## src/rtl/cmd_pkg.sv

```systemverilog
// Shared definitions for the oscilloscope command dispatcher: opcodes, readback
// addresses, default response words and the FSM state encoding.
package cmd_pkg;

  localparam logic [15:0] ACK_DEFAULT      = 16'h00A5;
  localparam logic [15:0] NAK_DEFAULT      = 16'h00EE;
  localparam logic [7:0]  TRIG_MIN_DEFAULT = 8'd46;
  localparam logic [7:0]  TRIG_MAX_DEFAULT = 8'd201;

  localparam logic [3:0] OP_DUMP     = 4'h1;
  localparam logic [3:0] OP_GAIN     = 4'h2;
  localparam logic [3:0] OP_TRIG_LVL = 4'h3;
  localparam logic [3:0] OP_TRIG_POS = 4'h4;
  localparam logic [3:0] OP_DEC      = 4'h5;
  localparam logic [3:0] OP_TRIG_CFG = 4'h6;
  localparam logic [3:0] OP_READ     = 4'h7;

  localparam logic [3:0] RA_TRIG_CFG = 4'd0;
  localparam logic [3:0] RA_TRIG_LVL = 4'd1;
  localparam logic [3:0] RA_TRIG_POS = 4'd2;
  localparam logic [3:0] RA_DEC      = 4'd3;
  localparam logic [3:0] RA_GAIN0    = 4'd4;
  localparam logic [3:0] RA_GAIN1    = 4'd5;
  localparam logic [3:0] RA_GAIN2    = 4'd6;
  localparam logic [3:0] RA_DROP     = 4'd7;

  typedef enum logic [1:0] {
    IDLE      = 2'd0,
    DECODE    = 2'd1,
    WAIT_DUMP = 2'd2,
    RESP      = 2'd3
  } state_t;

  function automatic logic in_range(input logic [7:0] val,
                                    input logic [7:0] lo,
                                    input logic [7:0] hi);
    return (val >= lo) && (val <= hi);
  endfunction

endpackage

```

## src/rtl/cmd_dispatch_if.sv

```systemverilog
// Command/response and dump handshake bundle between the SPI slave, the dump
// engine (master side) and the dispatcher (slave side).
interface cmd_dispatch_if;

  logic [15:0] cmd_rcvd;
  logic        cmd_rdy;
  logic        dump_done;
  logic [15:0] tx_data;
  logic        wrt;
  logic        dump_req;
  logic [1:0]  dump_ch;

  modport master (
    output cmd_rcvd, cmd_rdy, dump_done,
    input  tx_data, wrt, dump_req, dump_ch
  );

  modport slave (
    input  cmd_rcvd, cmd_rdy, dump_done,
    output tx_data, wrt, dump_req, dump_ch
  );

endinterface

```

## src/rtl/cmd_regfile.sv

```systemverilog
// Capture configuration registers, the sticky drop flag and the readback mux.
// Legality is decided by the FSM; this block writes whatever it is told to.
module cmd_regfile
  import cmd_pkg::*;
(
  input  logic        clk,
  input  logic        rst_n,
  input  logic        wr_en,
  input  logic [3:0]  wr_op,
  input  logic [1:0]  wr_ch,
  input  logic [8:0]  wr_data,
  input  logic [3:0]  rd_addr,
  input  logic        set_drop,
  input  logic        clr_drop,
  output logic [15:0] rd_data,
  output logic [5:0]  trig_cfg,
  output logic [7:0]  trig_lvl,
  output logic [8:0]  trig_pos,
  output logic [3:0]  decimator,
  output logic [2:0]  gain0,
  output logic [2:0]  gain1,
  output logic [2:0]  gain2,
  output logic        cmd_drop
);

  always_ff @(posedge clk or negedge rst_n) begin
    if (!rst_n) begin
      trig_cfg  <= 6'h00;
      trig_lvl  <= 8'h80;
      trig_pos  <= 9'h100;
      decimator <= 4'h0;
      gain0     <= 3'h2;
      gain1     <= 3'h2;
      gain2     <= 3'h2;
    end else if (wr_en) begin
      case (wr_op)
        OP_GAIN: begin
          case (wr_ch)
            2'd0:    gain0 <= wr_data[2:0];
            2'd1:    gain1 <= wr_data[2:0];
            2'd2:    gain2 <= wr_data[2:0];
            default: ;
          endcase
        end
        OP_TRIG_LVL: trig_lvl  <= wr_data[7:0];
        OP_TRIG_POS: trig_pos  <= wr_data;
        OP_DEC:      decimator <= wr_data[3:0];
        OP_TRIG_CFG: trig_cfg  <= wr_data[5:0];
        default: ;
      endcase
    end
  end

  // A collision seen in the same cycle as a read-clear must not be lost.
  always_ff @(posedge clk or negedge rst_n) begin
    if (!rst_n)
      cmd_drop <= 1'b0;
    else if (set_drop)
      cmd_drop <= 1'b1;
    else if (clr_drop)
      cmd_drop <= 1'b0;
  end

  always_comb begin
    rd_data = 16'h0000;
    case (rd_addr)
      RA_TRIG_CFG: rd_data = {10'b0, trig_cfg};
      RA_TRIG_LVL: rd_data = {8'b0, trig_lvl};
      RA_TRIG_POS: rd_data = {7'b0, trig_pos};
      RA_DEC:      rd_data = {12'b0, decimator};
      RA_GAIN0:    rd_data = {13'b0, gain0};
      RA_GAIN1:    rd_data = {13'b0, gain1};
      RA_GAIN2:    rd_data = {13'b0, gain2};
      RA_DROP:     rd_data = {15'b0, cmd_drop};
      default:     rd_data = 16'h0000;
    endcase
  end

endmodule

```

## src/rtl/cmd_dispatch.sv

```systemverilog
// Decodes 16-bit SPI command words, updates the capture configuration or starts
// a channel dump, and returns one ACK/NAK/readback word per accepted command.
module cmd_dispatch
  import cmd_pkg::*;
#(
  parameter logic [15:0] ACK_VAL  = ACK_DEFAULT,
  parameter logic [15:0] NAK_VAL  = NAK_DEFAULT,
  parameter logic [7:0]  TRIG_MIN = TRIG_MIN_DEFAULT,
  parameter logic [7:0]  TRIG_MAX = TRIG_MAX_DEFAULT
)(
  input  logic           clk,
  input  logic           rst_n,
  cmd_dispatch_if.slave  bus,
  output logic [5:0]     trig_cfg,
  output logic [7:0]     trig_lvl,
  output logic [8:0]     trig_pos,
  output logic [3:0]     decimator,
  output logic [2:0]     gain0,
  output logic [2:0]     gain1,
  output logic [2:0]     gain2,
  output logic           cmd_drop
);

  state_t      state, state_nxt;
  logic        rdy_q;
  logic        rise;
  logic [15:0] cmd_q;
  logic [15:0] rsp_q, rsp_nxt;
  logic [1:0]  dump_ch_q;
  logic        done_q;
  logic        wr_en;
  logic        clr_drop;
  logic        set_drop;
  logic        dump_go;
  logic [15:0] rd_data;

  logic [3:0]  opcode;
  logic [3:0]  addr;
  logic [1:0]  chan;
  logic [7:0]  data;

  assign opcode   = cmd_q[15:12];
  assign addr     = cmd_q[11:8];
  assign chan     = cmd_q[9:8];
  assign data     = cmd_q[7:0];

  assign rise     = bus.cmd_rdy & ~rdy_q;
  assign set_drop = rise && (state != IDLE);

  // dump_done is only honoured while waiting; the extra register stage keeps a
  // pulse that lands in DECODE from being counted.
  always_ff @(posedge clk or negedge rst_n) begin
    if (!rst_n) begin
      state     <= IDLE;
      rdy_q     <= 1'b0;
      cmd_q     <= 16'h0000;
      rsp_q     <= 16'h0000;
      dump_ch_q <= 2'd0;
      done_q    <= 1'b0;
    end else begin
      state  <= state_nxt;
      rdy_q  <= bus.cmd_rdy;
      rsp_q  <= rsp_nxt;
      done_q <= bus.dump_done && (state == WAIT_DUMP);
      if (state == IDLE && rise)
        cmd_q <= bus.cmd_rcvd;
      if (dump_go)
        dump_ch_q <= chan;
    end
  end

  always_comb begin
    state_nxt = state;
    rsp_nxt   = rsp_q;
    wr_en     = 1'b0;
    clr_drop  = 1'b0;
    dump_go   = 1'b0;
    case (state)
      IDLE: begin
        if (rise)
          state_nxt = DECODE;
      end
      DECODE: begin
        state_nxt = RESP;
        rsp_nxt   = NAK_VAL;
        case (opcode)
          OP_DUMP: begin
            if (chan != 2'd3) begin
              dump_go   = 1'b1;
              rsp_nxt   = rsp_q;
              state_nxt = WAIT_DUMP;
            end
          end
          OP_GAIN: begin
            if (chan != 2'd3) begin
              wr_en   = 1'b1;
              rsp_nxt = ACK_VAL;
            end
          end
          OP_TRIG_LVL: begin
            if (in_range(data, TRIG_MIN, TRIG_MAX)) begin
              wr_en   = 1'b1;
              rsp_nxt = ACK_VAL;
            end
          end
          OP_TRIG_POS, OP_DEC, OP_TRIG_CFG: begin
            wr_en   = 1'b1;
            rsp_nxt = ACK_VAL;
          end
          OP_READ: begin
            if (addr <= RA_DROP) begin
              rsp_nxt  = rd_data;
              clr_drop = (addr == RA_DROP);
            end
          end
          default: ;
        endcase
      end
      WAIT_DUMP: begin
        if (done_q) begin
          rsp_nxt   = ACK_VAL;
          state_nxt = RESP;
        end
      end
      RESP: begin
        state_nxt = IDLE;
      end
      default: state_nxt = IDLE;
    endcase
  end

  assign bus.wrt      = (state == RESP);
  assign bus.tx_data  = rsp_q;
  assign bus.dump_req = dump_go;
  assign bus.dump_ch  = dump_go ? chan : dump_ch_q;

  cmd_regfile u_regfile (
    .clk       (clk),
    .rst_n     (rst_n),
    .wr_en     (wr_en),
    .wr_op     (opcode),
    .wr_ch     (chan),
    .wr_data   (cmd_q[8:0]),
    .rd_addr   (addr),
    .set_drop  (set_drop),
    .clr_drop  (clr_drop),
    .rd_data   (rd_data),
    .trig_cfg  (trig_cfg),
    .trig_lvl  (trig_lvl),
    .trig_pos  (trig_pos),
    .decimator (decimator),
    .gain0     (gain0),
    .gain1     (gain1),
    .gain2     (gain2),
    .cmd_drop  (cmd_drop)
  );

endmodule

```

## src/flat_wrapper.sv

```systemverilog
// flat-port wrapper written by rule: the top's interface ports become plain ports
module cmd_dispatch_flat import cmd_pkg::*;
#(
  parameter logic [15:0] ACK_VAL  = ACK_DEFAULT,
  parameter logic [15:0] NAK_VAL  = NAK_DEFAULT,
  parameter logic [7:0]  TRIG_MIN = TRIG_MIN_DEFAULT,
  parameter logic [7:0]  TRIG_MAX = TRIG_MAX_DEFAULT
)
  (clk, rst_n, trig_cfg, trig_lvl, trig_pos, decimator, gain0, gain1, gain2, cmd_drop, bus_cmd_rcvd, bus_cmd_rdy, bus_dump_done, bus_tx_data, bus_wrt, bus_dump_req, bus_dump_ch);
  cmd_dispatch_if bus_i ();
  input  logic clk;
  input  logic rst_n;
  output logic [5:0] trig_cfg;
  output logic [7:0] trig_lvl;
  output logic [8:0] trig_pos;
  output logic [3:0] decimator;
  output logic [2:0] gain0;
  output logic [2:0] gain1;
  output logic [2:0] gain2;
  output logic cmd_drop;
  input wire logic [$bits(bus_i.cmd_rcvd)-1:0] bus_cmd_rcvd;
  input wire logic [$bits(bus_i.cmd_rdy)-1:0] bus_cmd_rdy;
  input wire logic [$bits(bus_i.dump_done)-1:0] bus_dump_done;
  output wire logic [$bits(bus_i.tx_data)-1:0] bus_tx_data;
  output wire logic [$bits(bus_i.wrt)-1:0] bus_wrt;
  output wire logic [$bits(bus_i.dump_req)-1:0] bus_dump_req;
  output wire logic [$bits(bus_i.dump_ch)-1:0] bus_dump_ch;
  assign bus_i.cmd_rcvd = bus_cmd_rcvd;
  assign bus_i.cmd_rdy = bus_cmd_rdy;
  assign bus_i.dump_done = bus_dump_done;
  assign bus_tx_data = bus_i.tx_data;
  assign bus_wrt = bus_i.wrt;
  assign bus_dump_req = bus_i.dump_req;
  assign bus_dump_ch = bus_i.dump_ch;
  cmd_dispatch #(.ACK_VAL(ACK_VAL), .NAK_VAL(NAK_VAL), .TRIG_MIN(TRIG_MIN), .TRIG_MAX(TRIG_MAX)) u_core (.clk(clk), .rst_n(rst_n), .bus(bus_i), .trig_cfg(trig_cfg), .trig_lvl(trig_lvl), .trig_pos(trig_pos), .decimator(decimator), .gain0(gain0), .gain1(gain1), .gain2(gain2), .cmd_drop(cmd_drop));
endmodule
```

## config.mk

```make
export PLATFORM = sky130hd
export DESIGN_NAME = cmd_dispatch_flat
export DESIGN_NICKNAME = d
export VERILOG_FILES = /design/src/rtl/cmd_pkg.sv /design/src/rtl/cmd_dispatch_if.sv /design/src/rtl/cmd_regfile.sv /design/src/rtl/cmd_dispatch.sv /design/src/flat_wrapper.sv
export SDC_FILE = /design/constraint.sdc
export NUM_CORES = 1
export LEC_CHECK = 0
export BUFFER_PORTS_ARGS = -buffer_cell sky130_fd_sc_hd__buf_2
export CAP_MARGIN = 20
export CORE_ASPECT_RATIO = 0.6
export CORE_MARGIN = 8
export CORE_UTILIZATION = 39
export DETAILED_ROUTE_END_ITERATION = 16
export HOLD_SLACK_MARGIN = 0.15
export PLACE_DENSITY_LB_ADDON = 0.05
export SLEW_MARGIN = 25
export SYNTH_ARGS = -nofsm -noshare
export SYNTH_HDL_FRONTEND = slang
export SYNTH_SLANG_ARGS = --single-unit
```

## constraint.sdc

```tcl
create_clock -name clk -period 4.95 [get_ports clk]
set_clock_uncertainty 0.15 [all_clocks]
set_input_delay 0.7425 -clock clk [delete_from_list [all_inputs] [get_ports clk]]
set_output_delay 0.7425 -clock clk [all_outputs]
set_load 0.02 [all_outputs]
```

## Word-level counts from Yosys, hierarchy flattened

Index checks and enable logic that the tools add are counted.

- Bitwise gates (word level): 2
- Mux-type cells: 25
- $lt $le $gt $ge: 3
- Equality and inequality tests: 23
- Reduce and logical (&&, ||, !) cells: 20

Operators by type and width:

| kind | number |
|---|---|
| $pmux 16 s5 | 1 |
| $pmux 9 s8 | 1 |
| $eq 4x3->1 const B | 8 |
| $mux 16 | 2 |
| $pmux 16 s2 | 1 |
| $eq 4x2->1 const B | 4 |
| $mux 7 | 2 |
| $reduce_and 3->1 | 4 |
| $mux 1 | 11 |
| $reduce_and 2->1 | 5 |
| $mux 9 | 1 |
| $eq 4x1->1 const B | 2 |
| $ge 8x6->1 const B | 1 |
| $le 8x8->1 const B | 1 |
| $mux 2 | 4 |
| $pmux 2 s4 | 1 |
| $eq 2x2->1 const B | 3 |
| $reduce_bool 2->1 | 3 |
| $eq 2x1->1 const B | 2 |
| $le 4x3->1 const B | 1 |
| $logic_and 1x1->1 | 4 |
| $logic_not 2->1 | 2 |
| $logic_not 4->1 | 1 |
| $ne 2x1->1 const B | 2 |
| other kinds (6) | 6 |

- Input bits: 20
- Logic and storage cells: 87
- Output and inout port bits: 57
- Register bits after elaboration: 75

## Depth between registers and ports, before layout

- Depth after elaboration: 6
- Depth in mapped cells: 8
- Depth with buffers taken out: 6

## Cells and area by module

Synthesis repeated with hierarchy kept, for this count alone.

- Cells, all modules: 310
- Area total of the unflattened synthesis: 3669.8 um^2

By module, submodules not included:

| module | instances | seq. area each (um^2) | area each (um^2) | cells an instance |
|---|---|---|---|---|
| cmd_regfile | 1 | 932.1 | 1905.6 | 147 |
| cmd_dispatch | 1 | 950.9 | 1764.2 | 163 |

## Worst setup path after synthesis

Ideal clock, no wire load.

- Kind: reg-to-output
- From: reg u_core.cmd_q[13]
- To: out bus_dump_ch[0]
- Data required time: 4.058 ns
- Path slack: 2.529 ns
- Path buffers: 1
- Stages on the path, launching flop included: 5
- Arrival time: 1.528 ns
- Path through: dfrtp_1 buf_4 nor4b_2 nand3_1 o21ai_0

- Cells in the longest elaborated chain, start to end: 4

RTL lines:

| item | line | RTL |
|---|---|---|
| start, declared | cmd_dispatch.sv:27 | `logic [15:0] cmd_q;` |
| start signal, assigned | cmd_dispatch.sv:66 | `cmd_q <= bus.cmd_rcvd;` |
| $eq 4x1->1 | cmd_dispatch.sv:86 | `case (opcode)` |
| $mux 1 | cmd_dispatch.sv:86 |  |
| $mux 1 | cmd_dispatch.sv:78 | `case (state)` |
| $mux 2 | n/a |  |
| end, declared | flat_wrapper.sv:27 | `output wire logic [$bits(bus_i.dump_ch)-1:0] bus_dump_ch;` |

No other way between the ends.

## Worst setup path in the final report

- From: reg u_core.cmd_q[8]
- To: out bus_dump_ch[1]

- Cells in the longest elaborated chain, start to end: 5

RTL lines:

| item | line | RTL |
|---|---|---|
| $ne 2x2->1 | cmd_dispatch.sv:88 | `if (chan != 2'd3) begin` |
| $mux 1 | cmd_dispatch.sv:88 |  |
| $mux 1 | cmd_dispatch.sv:86 |  |
| $mux 1 | cmd_dispatch.sv:78 |  |
| $mux 2 | n/a |  |

No other way between the ends.

==> results by stage <==
Routing:
- For this run, design rule violations remaining after detail routing come to 0.
- The wire length per cell after detailed routing is 19.24 um.
- Using the TritonRoute via totals, the vias-per-cell ratio works out to 5.188.
- The detailed router finished its first iteration with 136 violations.
- The routed via count is 2319.
- For this block, the routed nets add up to 8602 um of wire.
- The iteration count of the initial detailed-routing pass is 4.
- The remaining number of nets flagged by the antenna check after routing is 0.

Setup path:
- The critical path goes through nand2_1 > nand3_1 > mux2_2 > buf_2.
- For the worst setup path, the data required time is 4.06 ns.
- The stage delay of the slowest cell on the critical path is 0.83 ns.
- The slowest stage of the critical path belongs to the cell dfrtp_1.
- The critical path is of the flop to primary output type.
- The cell depth of the worst flop-to-flop path is 3.
- The arrival time reported for the critical path endpoint is 2.20 ns.
- Of all nets on the critical path, the largest fanout is 18.
- STA classifies the critical path endpoint as a primary output.
- The worst setup path is launched from a flop.

Floorplan:
- The die is 134.3 um wide.
- The area of the die is 11680 sq um.
- The site row count is 26.
- During I/O placement, the number of pins put on the boundary was 77.
- The region available for standard cell placement spans 8328 sq um.
- The initial standard-cell utilization of the core is 39.32%.
- The y dimension of the die is 86.98 um.

Clocking:
- The H-tree generated during clock tree synthesis spans 3 levels.
- Clock-pin slew was measured on the worst setup and hold paths at 0.06 ns.
- The number of buffers inserted during clock tree synthesis is 9.
- TritonCTS built the clock tree.
- The number of instances resized during post-cts repair is 0.
- The deepest clock path buffer count is 2.
- Buffers added to address setup during post-CTS repair amount to 0.
- The number of clock sinks is 68.
- The clock tree root driver cell is clkbuf_16.
- The clock latency on the worst-skew pair is 0.34 ns.
- The number of hold buffers added after cts is 0.

Synth:
- Summing the sequential cell areas from Yosys gives 52.16% of the chip area.
- The dominant register cell in the synthesized netlist is dfrtp_1.
- By count the netlist is led by 63 x dfrtp_1, 43 x mux2_2, 12 x mux2_1, 12 x nand2_1.
- The number of different library cells in the post-synthesis netlist is 59.
- The area share of fa/ha/maj cells after synthesis is 1.528%.
- In the synthesized netlist, the number of instances is 263.
- In this run, synthesis produced a sequential element count of 68.
- The post-synthesis instance area is 3274 sq um.
- The count of synthesis-stage warnings from yosys is 0.
- Summing the areas of all and, or, nand and nor instances in the mapped netlist gives 10.24% of the synthesized area.
- Of the total synthesized cell area, the portion taken by XOR and XNOR cells is 0%.
- By area, the combinational part of the netlist is dominated by multiplexers.
- Yosys mapped a number of flops with a built-in enable equal to 0.
- By area the synthesized netlist is led by dfrtp_1 48%, mux2_2 15%, mux2_1 4.1%.
- The share of async-settable or async-resettable flops after synthesis is 100.0%.
- After synthesis, the share of cell area in mux cells is 22.43%.
- The share of the synthesized area in the top cell type is 48.15%.
- The largest total area in the synthesized netlist belongs to dfrtp_1.
- The area fraction in compound gates after synthesis is 8.980%.
- The most common cell in the synthesized netlist is dfrtp_1.
- The synthesized area divided by synthesized cell count is 12.45 sq um.

Place:
- The wire-length estimate of the detail-placed layout is 6238 um.
- The number of buffer cells added on primary ports is 69.
- The final weighted congestion in routability-driven placement is 0.7511.

Layout:
- The multi-input gate area in the final layout is 1440 sq um.
- The sequential cell area is 1708 sq um.
- The fraction of layout cells with a size suffix above 1 is 42.99%.
- The synthesis-to-layout area growth is 22.97%.
- The total number of nets in the final design is 354.
- The number of antenna diodes in the final layout is 0.
- The number of fill cells is 823.

Pwr:
- The internal power summed over all cells is 1.800 mW.
- Net switching is 39.34% of the power.
- For this design the static power due to leakage is 1.946 nW.
- In this run the power spent charging and discharging nets is 1.168 mW.
- The share of total power in the clock network is 25.3%.
- In this run the power density over the cells is 737.2 nW/um^2.
- The logic gate share of total power is 36.5%.
- After layout, the design draws a total of 2.968 mW.
- The part of the total power dissipated in sequential elements is 38.3%.
- Across the VDD grid, the largest voltage drop is 0.3162 mV.

GRT:
- Global routing finished with a remaining overflow of 0.
- The via count of the first global-routing pass is 2421.
- The global-route total usage across every layer is 15.54%.
- Entering global routing, the biggest net connects 36 pins.
- The initial antenna violation count was 0.
- The first-pass GRT wire length is 13770 um.

STA:
- The final critical delay including setup and external delays is 3.093 ns.
- The total negative slack is 0 ns.
- The total count of max-transition violations in the final report was 0.
- The number of endpoints with negative hold slack in the final report is 0.
- The worst-margin pin slew is 0.9542 ns.
- Setup violations remaining at the end of the flow were counted as 0.
- The normalized max-slew margin is 36.20%.
- Setup repair after global routing left no endpoint under its margin.
- The period utilization is 62.48%.
- Timing would allow up to 323.3 MHz.

Worst hold path:
- The cell depth of the worst hold path is 2.
- The path type of the worst min-delay path is flop to flop.

Run status:
- The flow ran to the end, and the final reports show no timing, DRC or antenna violations.

Run:
- Max-cap violations in this run came to 0.
==> cells by family after synthesis <==
kind of cell	after synthesis
AO/OA/AOI/OAI	41
buffers and inverters	28
AND/OR/NAND/NOR	57
other	1
flip-flops	68
multiplexers	64
adder cells (fa/ha/maj)	4
==> critical path: cells and delay by family, from the launching register on <==
family                 cells  cell delay, ns
buffers and inverters      1            0.16
flip-flops                 1            0.83
AND/OR/NAND/NOR            2            0.50
multiplexers               1            0.38
==> power by group through the flow <==
stage | clock network [mW] | logic, mW | registers, mW
floorplan | 0 | 0.707 | 1.14
global placement | 0 | 1.08 | 1.14
detailed placement | 0 | 1.09 | 1.14
CTS | 0.765 | 1.10 | 1.14
global route | 0.790 | 1.19 | 1.19
finish | 0.750 | 1.08 | 1.14
==> sequential cells by signal, indices dropped and copies added (netlist names) <==
register	cells
u_core.bus.tx_data	9
u_core.cmd_q	16
u_core.done_q	1
u_core.dump_ch_q	2
u_core.rdy_q	1
u_core.state	2
u_core.u_regfile.cmd_drop	1
u_core.u_regfile.decimator	4
u_core.u_regfile.gain0	3
u_core.u_regfile.gain1	3
u_core.u_regfile.gain2	3
u_core.u_regfile.trig_cfg	6
u_core.u_regfile.trig_lvl	8
u_core.u_regfile.trig_pos	9
==> stage by stage <==
step                worst slack [ns]  area [sq um]  util, %  hold slack [ns]  std cells
finish                         1.857          4026    48.35           0.3094        447
CTS                            1.824          4026    48.35           0.3176        447
global placement               2.287          3675    44.13           0.2956        431
global route                   1.643          4026    48.35           0.3339        447
floorplan                      2.529          3297        -           0.2969        269
detailed placement             2.210          3675    44.13           0.3051        431
==> layout by cell type, fill, tap and decap left out, drive strengths merged, types with 2 or more instances in the layout <==
cell / instances
a21oi: 6
a221o: 3
a31oi: 2
and2: 3
buf: 71
bufinv: 3
clkbuf: 12
conb: 7
dfrtp: 63
dfstp: 5
ha: 4
inv: 7
mux2: 55
mux2i: 7
mux4: 2
nand2: 13
nand2b: 6
nand3: 4
nand4: 3
nor2: 9
nor2b: 2
nor3: 5
nor3b: 3
nor4b: 2
o211ai: 2
o21ai: 11
o31a: 2
==> area by class of cell <==
type | instances | share of cell area, %
clock buffers | 12 | 6.370
clock inverters | 4 | 2.362
inverters | 7 | 0.6526
multi-input cells | 173 | 35.77
flip-flops and latches | 68 | 42.42
well taps | 112 | 3.480
repair buffers | 71 | 8.950
==> final timing paths <==
| path | start | slack [ns] | end |
|---|---|---|---|
| setup / recovery | u_core.cmd_q[8]$_DFFE_PN0P_ | 1.86 | bus_dump_ch[1] |
| hold / removal | u_core.bus.tx_data[8]$_DFFE_PN0P_ | 0.31 | u_core.bus.tx_data[8]$_DFFE_PN0P_ |
| setup reg to reg | u_core.cmd_q[9]$_DFFE_PN0P_ | 2.56 | u_core.u_regfile.gain2[2]$_DFFE_PN0P_ |
| hold reg to reg | u_core.bus.tx_data[8]$_DFFE_PN0P_ | 0.31 | u_core.bus.tx_data[8]$_DFFE_PN0P_ |
| max in group asynchronous | rst_n | 3.34 | u_core.u_regfile.trig_pos[8]$_DFFE_PN1P_ |
| min in group asynchronous | rst_n | 0.33 | u_core.cmd_q[0]$_DFFE_PN0P_ |
==> routing by layer <==
layer  GRT usage [%]  vias to the layer above  routed length (um)
met5               0                        -                   0
met4           5.167                        0                  80
met3           6.740                        9                 716
met2           20.24                       71                3375
met1           22.02                     1157                4429
li1                -                     1082                   -
No activity file was read; power rests on OpenSTA's default activity.
